**src/rtl/nibble_serial_adder_ctrl.sv**
```systemverilog
`default_nettype none
// ============================================================================
// Module   : nibble_serial_adder_ctrl
// Purpose  : Adds or subtracts two WIDTH-bit operands by running one 4-bit
//            adder slice over WIDTH/4 cycles, LSB nibble first. The carry
//            between nibbles passes through a register. The module uses a
//            start/busy/done handshake.
// Revision : 1.0 - initial release
// ============================================================================

module Four_Bit_Full_Adder (
  input  logic [3:0] A,
  input  logic [3:0] B,
  input  logic       Cin,
  output logic [3:0] Sum,
  output logic       Cout
);
  // Plain 4-bit ripple add. The result is widened to 5 bits to keep the carry.
  assign {Cout, Sum} = {1'b0, A} + {1'b0, B} + {4'b0000, Cin};
endmodule

module nibble_serial_adder_ctrl #(
  parameter int WIDTH = 16
) (
  input  logic             clk,
  input  logic             reset,
  input  logic             start,
  input  logic             Sub,
  input  logic [WIDTH-1:0] A,
  input  logic [WIDTH-1:0] B,
  input  logic             Cin,
  output logic             busy,
  output logic             done,
  output logic [WIDTH-1:0] Sum,
  output logic             Cout,
  output logic             Overflow
);
  localparam int NIBBLES = WIDTH / 4;
  localparam int IDXW    = (NIBBLES > 1) ? $clog2(NIBBLES) : 1;
  localparam logic [IDXW-1:0] c_LAST_IDX = IDXW'(NIBBLES - 1);

  typedef enum logic [1:0] {
    S_IDLE = 2'd0,
    S_RUN  = 2'd1,
    S_DONE = 2'd2
  } state_t;

  state_t           r_state, w_next_state;
  logic [WIDTH-1:0] r_opa, r_opb, r_res;
  logic             r_carry;
  logic [IDXW-1:0]  r_idx;
  logic [WIDTH-1:0] r_sum;
  logic             r_cout, r_ovf;

  logic             w_accept, w_last;
  logic [IDXW+1:0]  w_bitpos;
  logic [3:0]       w_a_nib, w_b_nib, w_slice_sum;
  logic             w_slice_cout;
  logic [WIDTH-1:0] w_res_next;

  // A new request is taken only when the previous one has finished.
  assign w_accept = start && ((r_state == S_IDLE) || (r_state == S_DONE));
  assign w_last   = (r_idx == c_LAST_IDX);
  assign w_bitpos = {r_idx, 2'b00};
  assign w_a_nib  = r_opa[w_bitpos +: 4];
  assign w_b_nib  = r_opb[w_bitpos +: 4];

  Four_Bit_Full_Adder u_slice (
    .A    (w_a_nib),
    .B    (w_b_nib),
    .Cin  (r_carry),
    .Sum  (w_slice_sum),
    .Cout (w_slice_cout)
  );

  // Build the result with the current nibble already replaced, so completion
  // can publish it in the same edge.
  always_comb begin
    w_res_next = r_res;
    w_res_next[w_bitpos +: 4] = w_slice_sum;
  end

  // State register.
  always_ff @(posedge clk) begin
    if (reset) r_state <= S_IDLE;
    else       r_state <= w_next_state;
  end

  // Next-state logic. Start is ignored while in RUN.
  always_comb begin
    w_next_state = r_state;
    case (r_state)
      S_IDLE:  if (w_accept) w_next_state = S_RUN;
      S_RUN:   if (w_last)   w_next_state = S_DONE;
      S_DONE:  w_next_state = w_accept ? S_RUN : S_IDLE;
      default: w_next_state = S_IDLE;
    endcase
  end

  // Operand latch, nibble sequencing, and result publication.
  always_ff @(posedge clk) begin
    if (reset) begin
      r_opa   <= '0;
      r_opb   <= '0;
      r_res   <= '0;
      r_carry <= 1'b0;
      r_idx   <= '0;
      r_sum   <= '0;
      r_cout  <= 1'b0;
      r_ovf   <= 1'b0;
    end else if (w_accept) begin
      // For subtraction, invert B and force carry-in to 1. This computes A - B.
      r_opa   <= A;
      r_opb   <= B ^ {WIDTH{Sub}};
      r_carry <= Sub ? 1'b1 : Cin;
      r_idx   <= '0;
    end else if (r_state == S_RUN) begin
      r_res   <= w_res_next;
      r_carry <= w_slice_cout;
      r_idx   <= r_idx + IDXW'(1);
      if (w_last) begin
        r_sum  <= w_res_next;
        r_cout <= w_slice_cout;
        r_ovf  <= (r_opa[WIDTH-1] == r_opb[WIDTH-1]) &&
                  (w_res_next[WIDTH-1] != r_opa[WIDTH-1]);
      end
    end
  end

  assign busy     = (r_state == S_RUN);
  assign done     = (r_state == S_DONE);
  assign Sum      = r_sum;
  assign Cout     = r_cout;
  assign Overflow = r_ovf;

endmodule
`default_nettype wire

```
**config.mk**
```make
export PLATFORM = sky130hd
export DESIGN_NAME = nibble_serial_adder_ctrl
export DESIGN_NICKNAME = d
export VERILOG_FILES = /design/src/rtl/nibble_serial_adder_ctrl.sv
export SDC_FILE = /design/constraint.sdc
export NUM_CORES = 1
export LEC_CHECK = 0
export BUFFER_PORTS_ARGS = -buffer_cell sky130_fd_sc_hd__buf_2
export CAP_MARGIN = 40
export CORE_MARGIN = 5
export CORE_UTILIZATION = 50
export CTS_BUF_LIST = sky130_fd_sc_hd__clkbuf_16
export DETAILED_ROUTE_END_ITERATION = 16
export MAX_ROUTING_LAYER = met4
export PLACE_DENSITY = 0.76
export SYNTH_ARGS = -nofsm -noshare
export SYNTH_HDL_FRONTEND = slang
export SYNTH_SLANG_ARGS = --single-unit
```
**constraint.sdc**
```tcl
create_clock -name clk -period 3 [get_ports clk]
set_clock_uncertainty 0.15 [all_clocks]
set_input_delay 0.6 -clock clk [delete_from_list [all_inputs] [get_ports clk]]
set_output_delay 0.6 -clock clk [all_outputs]
set_load 0.03 [all_outputs]
```
==> qor.csv <==
stage,metric,value,unit
status,status,finished clean,
placed_design,dpl_cell_area,0.003561,mm²
sta,finalHoldViolations,0,
drt,drt_wl_total,7099,µm
global_route,met3_usage,0.04793,
worst_setup_path,cpMaxStageDelayCell,mux4_2,
drt,drtIter0Drc,99,
sta,fmax,348.9,MHz
worst_setup_path,r2r_slack,130,ps
clocking,clk_path_buf_depth,2,
drt,drc,0,
sta,drv_slew,0,
global_route,grt_use_met2,0.3322,
cells_and_area,final_nets,450,
drt,firstDrtPassIters,4,
power,sw_frac_of_total,0.2445,
worst_setup_path,crit_type,register to register,
drt,routed-via-count,2673,
cells_and_area,syn2layout_area_growth,22.75,%
clocking,clkSlewWorstSetupHoldPaths,60,ps
floorplanning,start_util,0.5068,
cells_and_area,layout_commonest_cell,dfxtp_1,
drt,ant_nets,0,
global_route,overflow,0,
global_route,gr-max-usage-layer,met2,
worst_setup_path,cp-start-kind,register,
yosys,ys_seq_elements,71,
power,power_switching,0.5943,mW
sta,relSlewSlack,0.4689,
sta,worst_pin_slew,796.6,ps
global_route,antenna_found_initial,0,
global_route,grt_max_degree,46,
clocking,cts_tree,yes,
power,p_int,1.836,mW
worst_setup_path,required,3090,ps
yosys,synth.distinct_cells,30,
worst_setup_path,cpPeakStageDelay,520,ps
placed_design,place_ws,-78.49,ps
global_route,met1_usage,0.2350,
sta,fin_ws,133.9,ps
power,cellPowerDensity,626.1,mW/mm²
cells_and_area,antenna_cells,0,
flow_run,cap_violations,0,
floorplanning,die_h,89.54,µm
drt,routedWlPerCell,14.67,µm
cells_and_area,fin_area,0.003882,mm²
clocking,cts_max_level,3,
yosys,yosys_warnings,0,
placed_design,hpwlAfterDp,5052,µm
placed_design,io_buffers,56,
power,power_frac_seq,0.419,
power,power.leakage,1.573,nW
yosys,avgSynthCellArea,9.115,µm²
sta,grt_setup_unrepaired,no,
clocking,cts.root.buffer_cell,clkbuf_16,
clocking,postCtsHoldBufs,0,
min_path,worstHoldPathType,register to register,
sta,fin_crit_sh,0.9554,
worst_setup_path,path_cells,"buf_4, mux4_2, ha_1, a21o_1, a21oi_2, mux2_2, a211o_1, a311oi_2",
yosys,syn_area,0.003163,mm²
cells_and_area,final_cell_mix,"70 x dfxtp_1, 56 x buf_2, 52 x nor2_1",
sta,setup-violations-final,0,
clocking,clk_latency,330,ps
sta,fin_crit,2866,ps
placed_design,gp_congestion,0.8525,
clocking,numCtsBuffers,9,
yosys,seq_area_frac_synth,0.4494,
yosys,syn_nets,395,
global_route,grt_pass1_vias,2669,
worst_setup_path,end_kind,register,
global_route,grtUsageTotal,0.2045,
worst_setup_path,crit_fanout,6,
floorplanning,die_w,89.54,µm
floorplanning,rows,29,
power,clock_power_share,0.458,
floorplanning,dieArea,0.008017,mm²
drt,viasPerCell,5.523,
clocking,cts_sinks,71,
floorplanning,core-area,0.006241,mm²
floorplanning,ios,57,
power,combPwrFrac,0.123,
cells_and_area,final_layout_size_suffix_gt1_frac,0.2432,
worst_setup_path,cp_data_arrival_time,2960,ps
global_route,grt_pass1_wl,12170,µm
yosys,syn-instance-count,347,
power,max-vdd-ir-drop,0.0004226,V
==> metal layers <==
metal	vias up	share of wire	routed length, µm
li1	1332	-	-
met1	1261	0.43	3036
met2	63	0.50	3523
met3	17	0.051	362
met4	0	0.025	177
met5	-	0	0
==> logic make-up (layout without fill, tap and decap cells) <==
group	Yosys count	after routing	share of synthesized area
fa+ha+maj	11	11	0.04826
buf+inv	37	97	0.04588
xor+xnor	19	19	0.05261
flops	71	71	0.4494
compound gates	77	77	0.1756
mux	9	9	0.06052
simple gates	123	123	0.1677
==> critical path, delay by kind of cell, from the launching register on <==
family,cells,cell delay [ps]
muxes,2,900
adders and majority gates,1,290
AOI/OAI and AO/OA,4,880
buffers and inverters,1,170
DFF,1,390
==> worst paths after layout <==
path / start / end / cells past startpoint
worst min-delay path: r_opa[11] / r_opa[11] / 2
worst min register to register: r_opa[11] / r_opa[11] / 2
worst max register to register: r_idx[0] / Overflow / 8
worst max-delay path: r_idx[0] / Overflow / 8
==> stage by stage <==
step,hold slack [ps],utilization,power (mW),setup TNS [ps],instances
after detailed placement,300.9,0.5706,1.335,-78.49,468
after global placement,297.6,0.5706,1.327,-8.807,468
final,314.6,0.6221,2.431,0,484
after global routing,336.0,0.6221,2.534,0,484
after CTS,308.9,0.6211,2.448,0,484
after floorplan,283.1,-,1.235,0,347
==> cell usage after synthesis (all sizes together) <==
library cell  instances  area [µm²]
nor2b                 2       12.51
nor2                 52       195.2
nand2                40       150.1
dfxtp                71        1421
clkbuf               20       75.07
nand2b                3       18.77
a32oi                 1       8.760
fa                    2       40.04
a22oi                15       112.6
a21oi                20       100.1
nand4                 1       6.260
mux4                  8       180.2
inv                  11       41.29
and2                  4       25.02
and4bb                1       12.51
a311oi                2       23.77
a221oi               12       105.1
a2111oi               1       8.760
buf                   6       28.77
ha                    9       112.6
nor3                 17       85.08
mux2                  1       11.26
a211o                 1       8.760
a211oi               23       172.7
xnor2                19       166.4
and2b                 1       7.510
a21o                  2       15.01
nor4b                 2       17.52
==> power groups by stage <==
stage	clock, mW	sequential [mW]	combinational, mW
5_1_grt	1.18	1.02	0.335
3_5_place_dp	0	1.04	0.296
4_1_cts	1.13	1.02	0.300
2_1_floorplan	0	1.03	0.209
6_report	1.11	1.02	0.300
3_3_place_gp	0	1.04	0.290
==> registers in the layout, indices dropped and copies added (netlist names) <==
name and flops:
Overflow 1, r_carry 1, r_opb 16, Sum 16, r_opa 16, r_res 16, r_state 2, r_idx 2
Cout 1
==> repair_timing <==
action / in CTS / in global routing
endpoints found under the setup margin: 2 / 2
setup buffers: 0 / 0
resized for setup: 1 / 2
endpoints found under the hold margin: 0 / 0
==> final cells by class <==
type,instances,area (µm²)
fill,551,2359
multi-input combinational,239,1608
sequential,71,1425
timing repair buffer,70,397.9
clock buffer,9,225.2
tap,77,96.34
clock inverter,7,88.84
inverter,11,41.29
No activity file was read; power rests on OpenSTA's default activity.
